[src/rtl/fetch_stage.sv]
// ---------------------------------------------------------------------------
// fetch_stage
//
// Instruction fetch stage. It owns the program counter, issues one read at a
// time to instruction memory using a req/ack handshake, and presents one
// instruction at a time to decode. Branch, jump and jump-register resolution
// can redirect the PC at any time. A fetch that was already in flight when
// the redirect arrived is on the wrong path, so its data is dropped.
//
// Parameters
//   RESET_PC     PC loaded on reset. It must be word aligned. Bits [1:0] are
//                forced to zero in any case.
//
// Ports
//   clk          rising-edge clock for all state
//   reset        synchronous, active-high reset
//   imem_req     read request. Stays high until imem_ack.
//   imem_addr    word-aligned read address. Stable while imem_req is high.
//   imem_ack     one-cycle acknowledge. imem_rdata is valid in that cycle.
//   imem_rdata   instruction word returned by memory
//   redirect     load redirect_pc as the next fetch PC
//   redirect_pc  redirect target. Bits [1:0] are ignored.
//   stall        decode cannot accept the presented instruction this cycle
//   instr_valid  instr, pc_out and pcplus4 are valid
//   instr        fetched instruction (op = instr[31:26], funct = instr[5:0])
//   pc_out       address of instr
//   pcplus4      pc_out + 4, modulo 2^32
// ---------------------------------------------------------------------------
module fetch_stage #(
    parameter logic [31:0] RESET_PC = 32'h0000_0000
) (
    input  logic        clk,
    input  logic        reset,
    output logic        imem_req,
    output logic [31:0] imem_addr,
    input  logic        imem_ack,
    input  logic [31:0] imem_rdata,
    input  logic        redirect,
    input  logic [31:0] redirect_pc,
    input  logic        stall,
    output logic        instr_valid,
    output logic [31:0] instr,
    output logic [31:0] pc_out,
    output logic [31:0] pcplus4
);

    // Fetch sequencing:
    //   FETCH_ARM  latch the next fetch address. No request this cycle.
    //   FETCH      request outstanding. Its data belongs to the current path.
    //   OUT        instruction presented to decode.
    //   FLUSH      request outstanding but on the wrong path. Wait for the
    //              ack and throw the data away.
    typedef enum logic [1:0] {
        FETCH_ARM = 2'd0,
        FETCH     = 2'd1,
        OUT       = 2'd2,
        FLUSH     = 2'd3
    } state_t;

    localparam logic [31:0] WORD_MASK        = 32'hFFFF_FFFC;
    localparam logic [31:0] RESET_PC_ALIGNED = RESET_PC & WORD_MASK;

    state_t      state, state_nxt;
    logic [31:0] pc, pc_nxt;              // next sequential fetch PC
    logic [31:0] req_addr, req_addr_nxt;  // address of the current request
    logic [31:0] instr_q, instr_nxt;
    logic [31:0] pc_out_q, pc_out_nxt;

    // Mask the target rather than slicing it. That way all of redirect_pc
    // stays in the logic cone and the low bits are still forced to zero.
    logic [31:0] target_pc;
    assign target_pc = redirect_pc & WORD_MASK;

    // -----------------------------------------------------------------------
    // State and data registers
    // -----------------------------------------------------------------------
    // NOTE: sequential state uses non-blocking assignments only. Every
    // register then samples its pre-edge value, whatever the order of the
    // statements.
    always_ff @(posedge clk) begin
        // NOTE: reset is tested inside the clocked block, so it acts only on
        // a rising edge. An imem_ack that arrives in the same cycle loses to
        // it.
        if (reset) begin
            state    <= FETCH_ARM;
            pc       <= RESET_PC_ALIGNED;
            req_addr <= RESET_PC_ALIGNED;
            instr_q  <= 32'h0000_0000;
            pc_out_q <= RESET_PC_ALIGNED;
        end else begin
            state    <= state_nxt;
            pc       <= pc_nxt;
            req_addr <= req_addr_nxt;
            instr_q  <= instr_nxt;
            pc_out_q <= pc_out_nxt;
        end
    end

    // -----------------------------------------------------------------------
    // Next-state and next-data logic
    // -----------------------------------------------------------------------
    always_comb begin
        // NOTE: every signal gets a hold value before the case statement.
        // A path that assigns nothing then keeps the register contents
        // instead of inferring a latch.
        state_nxt    = state;
        pc_nxt       = pc;
        req_addr_nxt = req_addr;
        instr_nxt    = instr_q;
        pc_out_nxt   = pc_out_q;

        unique case (state)
            FETCH_ARM: begin
                // A redirect here takes effect at once. Nothing is in flight
                // yet, so the new target can be requested directly.
                if (redirect) begin
                    pc_nxt       = target_pc;
                    req_addr_nxt = target_pc;
                end else begin
                    req_addr_nxt = pc;
                end
                state_nxt = FETCH;
            end

            FETCH: begin
                if (imem_ack && !redirect) begin
                    instr_nxt  = imem_rdata;
                    pc_out_nxt = req_addr;
                    pc_nxt     = req_addr + 32'd4;
                    state_nxt  = OUT;
                end else if (imem_ack && redirect) begin
                    // The data arrives just as its path is killed. The
                    // request is complete, so re-arm on the new target.
                    pc_nxt    = target_pc;
                    state_nxt = FETCH_ARM;
                end else if (redirect) begin
                    // The memory cannot cancel a request. Keep it up, at the
                    // same address, until the ack, and drop the data.
                    pc_nxt    = target_pc;
                    state_nxt = FLUSH;
                end
            end

            OUT: begin
                // A redirect wins over stall. The presented instruction is
                // younger than the resolved branch and must not be held.
                if (redirect) begin
                    pc_nxt    = target_pc;
                    state_nxt = FETCH_ARM;
                end else if (!stall) begin
                    state_nxt = FETCH_ARM;
                end
            end

            FLUSH: begin
                // A later redirect replaces an earlier one.
                if (redirect) begin
                    pc_nxt = target_pc;
                end
                if (imem_ack) begin
                    state_nxt = FETCH_ARM;
                end
            end

            default: begin
                state_nxt = FETCH_ARM;
            end
        endcase
    end

    // -----------------------------------------------------------------------
    // Output decode
    // -----------------------------------------------------------------------
    // All outputs come straight from registers or from a decode of the state
    // register. There is no combinational path from any input to any output.
    always_comb begin
        imem_req    = 1'b0;
        instr_valid = 1'b0;

        unique case (state)
            FETCH:     imem_req    = 1'b1;
            FLUSH:     imem_req    = 1'b1;
            OUT:       instr_valid = 1'b1;
            default: begin
                imem_req    = 1'b0;
                instr_valid = 1'b0;
            end
        endcase
    end

    // The request address stays at req_addr through FLUSH as well. The
    // memory sees one stable request from start to ack.
    assign imem_addr = req_addr;
    assign instr     = instr_q;
    assign pc_out    = pc_out_q;
    assign pcplus4   = pc_out_q + 32'd4;

endmodule

[config.mk]
export PLATFORM = sky130hd
export DESIGN_NAME = fetch_stage
export DESIGN_NICKNAME = d
export VERILOG_FILES = /design/src/rtl/fetch_stage.sv
export SDC_FILE = /design/constraint.sdc
export NUM_CORES = 1
export LEC_CHECK = 0
export ABC_AREA = 1
export CAP_MARGIN = 25
export CORE_MARGIN = 5
export CORE_UTILIZATION = 42
export DETAILED_ROUTE_END_ITERATION = 10
export PLACE_DENSITY = 0.73
export SYNTH_ARGS = -nofsm -noshare
export SYNTH_HDL_FRONTEND = slang
export SYNTH_SLANG_ARGS = --single-unit
[constraint.sdc]
create_clock -name clk -period 1.6 [get_ports clk]
set_input_delay 0.32 -clock clk [delete_from_list [all_inputs] [get_ports clk]]
set_output_delay 0.32 -clock clk [all_outputs]
set_load 0.005 [all_outputs]
* Yosys cells after proc, flatten, opt, wreduce, memory -nomap -nowiden *
Cells that the tools add are included.

storage, ports and cells
  memory bits (read-only) = 0
  input port bits = 69
  register bits after elaboration = 130
  memories = 0
  bits in latches = 0
  bits in writable memories = 0
  output and inout bits = 130

cells by class
  equality and inequality tests = 6
  $mul = 0
  magnitude comparators = 0
  multiplexer cells = 13
  reductions and logical operators = 8
  bitwise gates (word level) = 0
  div/mod/pow operators = 0
  shift-type cells = 0
  add/sub/neg operators = 2

operator list
  operator                 number
  $mux W32                 3
  $add A32 B3 Y32 const B  2
  $pmux W32 S2             1
  $mux W2                  6
  $pmux W2 S4              1
  $eq A2 B2 Y1 const B     2
  $ne A4 B4 Y1 const B     1
  $ne A3 B3 Y1 const B     1
  $reduce_and A3 Y1        1
  $reduce_or A3 Y1         1
  $eq A2 B1 Y1 const B     1
  $logic_and A1 B1 Y1      2
  $logic_not A2 Y1         1
  $mux W1                  2
  $ne A2 B2 Y1 const B     1
  $reduce_and A2 Y1        1
  $reduce_or A2 Y1         1
  $logic_not A1 Y1         1

* Longest topological paths before layout *
  depth after elaboration = 4
  mapped depth = 11

* Worst setup path after synthesis *
Ideal clock, no wire load.

  path kind = reg-to-output
  from = reg pc_out_q[3] (netlist: pc_out[3])
  to = out pcplus4[22]
  stages on the path, launching flop included = 7
  data required time = 1.280 ns
  arrival time = 1.283 ns
  setup slack = -0.003 ns
  path through = dfxtp_1 ha_1 inv_1 nor2_2 nand4_1 nor2_1 xor2_1

on the way
  longest elaborated chain between the ends = 1

RTL lines
  what                    RTL line  RTL
  from (decl)             67        logic [31:0] pc_out_q, pc_out_nxt;
  from (signal assigned)  95        pc_out_q <= pc_out_nxt;
  $add A32 B3 Y32         196       assign pcplus4 = pc_out_q + 32'd4;
  to (decl)               44        output logic [31:0] pcplus4

Every way passes these cells.

* Worst setup path in the final report *
  from = reg pc_out_q[8] (netlist: pc_out[8])
  to = out pcplus4[12]

The elaborated chain is that of the path after synthesis.

==> impl_metrics.ini <==
[route]
drt_iter0_markers = 646
route.met2.wl_um = 10900
drc_errors = 0
postRouteAntennaNets = 0
viasPerCell = 5.19
drtPass1Iterations = 6
wire_per_inst_um = 16.4
num_vias = 7430
wirelength_um = 23500
top_layer = met4
dr_wl_met3_um = 2120
wl_met1_um = 9800

[worst_setup_path]
critPathLaunch = pc_out[8]
reg2reg_slack_ns = 0.04
crit_path_end = pcplus4[12]
reg2reg_to = pc[21]
critPathLaunchType = register
critPathKind = register to output port
cp_data_arrival_time_ns = 1.88
required_ns = 1.28
worstReg2RegStart = imem_addr[6]
worst-path-stages = 7
r2r_cells = 7
slowest_delay_ns = 0.38
end_kind = output port
cp_top_family = buffers and inverters
cpMaxStageDelayCell = dfxtp_4
crit_chain = inv_4 > nor3_4 > buf_6 > nor3b_4 > buf_4 > xor2_1 > buf_2
cp_max_fo = 3
critPathBufInv = 4

[floorplan]
die_h_um = 133
ios = 199
rows = 45
core_um2 = 15000
die_area_um2 = 17700
die_x_um = 133
start_util_pct = 42.2

[logic_synthesis]
ys_seq_area_share_pct = 41.0
async_flop_share_pct = 0
synth_cell_types = 39
syn_inst = 886
yosysWarnings = 0
synth_area_um2 = 6340
ys_ff_latch = 130
ys.flop_type = dfxtp_1
synth-edff-count = 0
syn_area_per_cell_um2 = 7.16
syn_nets = 957

[timing]
rsz0062_at_grt = yes
hold_violations = 0
skew_ns = 0.00712
final_max_slew_viol_count = 0
fin_crit_ns = 2.20
worst_slack_ns = -0.602
tightest_slew_ns = 0.290
timing.fmax_mhz = 454
period_share_pct = 138
fin_setup_tns_ns = -11.72
max_slew_margin_pct = 80.1
finalSetupViolCount = 29

[clocking]
h-tree-depth = 4
clk_latency_ns = 0.42
cts_buffers = 17
clock_path_buffers = 2
clkTransAtPathRegs_ns = 0.05
cts_hold_buf = 0
cts_num_sinks = 130
clock-root-buffer = clkbuf_16
cts_tree = done

[job]
maxCapViolations = 0

[global_route]
grt_max_degree = 66
grt_pass1_wl_um = 36200
grt.total_usage_pct = 25.2
antenna_found_initial = 0
grt_overflow = 0
grt_pass1_vias = 7162

[place]
routabilityCongestion = 0.973
dp_hpwl_um = 16100
port_buffers = 196
dp.cells = 1369

[power]
power_mw = 9.36
vdd_ir_drop_max_mv = 0.636
p_leak_nw = 5.53
powerDensity_nw_per_um2 = 866

[final_layout]
final_cell_mix = nand2_1, buf_4, nor2_1
final_core_util_pct = 71.9
area_delta_synth_final_pct = 70.4
final_layout_size_suffix_gt1_share_pct = 32.2
final_common_cell = nand2_1
layout.nets = 1302
antenna_cells = 0
fillCellCount = 1199
layout.cells.non_filler = 1432

[run_status]
failed_checks = setup timing
status = finished, violations left

[hold_path]
hold_path_class = register to register
whs_path_depth = 2
-- worst register-to-register path: stages, from the launching register on --
cell     delay, ns
dfxtp_2       0.35
buf_4         0.13
nand2_1       0.08
nor2_2        0.20
nand2_4       0.13
nor2_4        0.18
nand2_1       0.16
o211a_1       0.24
-- cells in the mapped netlist, drive strengths merged (7+ instances only) --
library cell  instances  share of area, %
nand3                38               3.2
nor3                 17               1.3
clkbuf               24               1.4
mux2i                10               1.6
o21ai                93               7.3
a31oi                26               2.6
nand4                11               1.1
xor2                 29               4.0
nand2               173                10
nor2                166                11
buf                  26               2.5
dfxtp               130                41
a211oi                7               1.3
inv                  59               3.5
o211a                 7               1.1
a21oi                55               4.3
-- stage by stage --
| step | setup slack, ns | cell area (um^2) | hold WS (ns) |
|---|---|---|---|
| 4_1_cts | -0.576 | 10500 | 0.471 |
| 3_3_place_gp | -0.489 | 9510 | 0.465 |
| 5_1_grt | -0.686 | 10800 | 0.475 |
| 2_1_floorplan | 0.00460 | 6350 | 0.449 |
| 3_5_place_dp | -0.569 | 9510 | 0.467 |
| 6_report | -0.602 | 10800 | 0.476 |
-- report_power, final --
group          internal, mW  total (mW)  switching [mW]  leakage, nW
sequential             3.52        3.73           0.209         1.09
combinational         0.912        1.80           0.883         4.14
clock                  2.44        3.84            1.40        0.295
-- routing by layer --
layer	global-route usage [%]	up-vias
li1	-	3613
met1	31.0	3418
met2	41.1	341
met3	8.48	58
met4	8.78	0
met5	0	-
-- worst min path at each step --
stage	from	end	slack [ns]
floorplan	pc[1]	pc[1]	0.45
global placement	pc[0]	pc[0]	0.46
detailed placement	pc[0]	pc[0]	0.47
CTS	imem_rdata[6]	instr[6]	0.47
global route	imem_rdata[13]	instr[13]	0.48
finish	pc[1]	pc[1]	0.48
-- kinds of logic after synthesis --
| family | share of synthesized area (%) |
|---|---|
| muxes | 1.58 |
| AOI/OAI and AO/OA | 17.4 |
| buffers and inverters | 7.57 |
| and+or+nand+nor | 27.9 |
| adders and majority gates | 0.394 |
| DFF | 41.0 |
| xor gates and xnor gates | 4.14 |
-- final cells by class --
class | instances | area (um^2) | share of cell area (%)
clock buffers | 22 | 484 | 4.48
well taps | 188 | 235 | 2.18
repair buffers | 375 | 3380 | 31.3
clock inverters | 10 | 106 | 0.984
repair inverters | 1 | 5.00 | 0.0463
flip-flops and latches | 130 | 2710 | 25.1
multi-input cells | 646 | 3650 | 33.7
inverters | 60 | 243 | 2.25
-- state kept, by name (all words and copies together) (netlist names) --
name	flops
pc	32
pc_out	32
instr	32
state	2
imem_addr	32
-- what timing repair did --
item,CTS,global route
resized for setup,310,121
gates cloned,0,1
endpoints found under the setup margin,107,84
pin swaps,42,57
setup buffers,30,11
No activity file was read; power rests on OpenSTA's default activity.
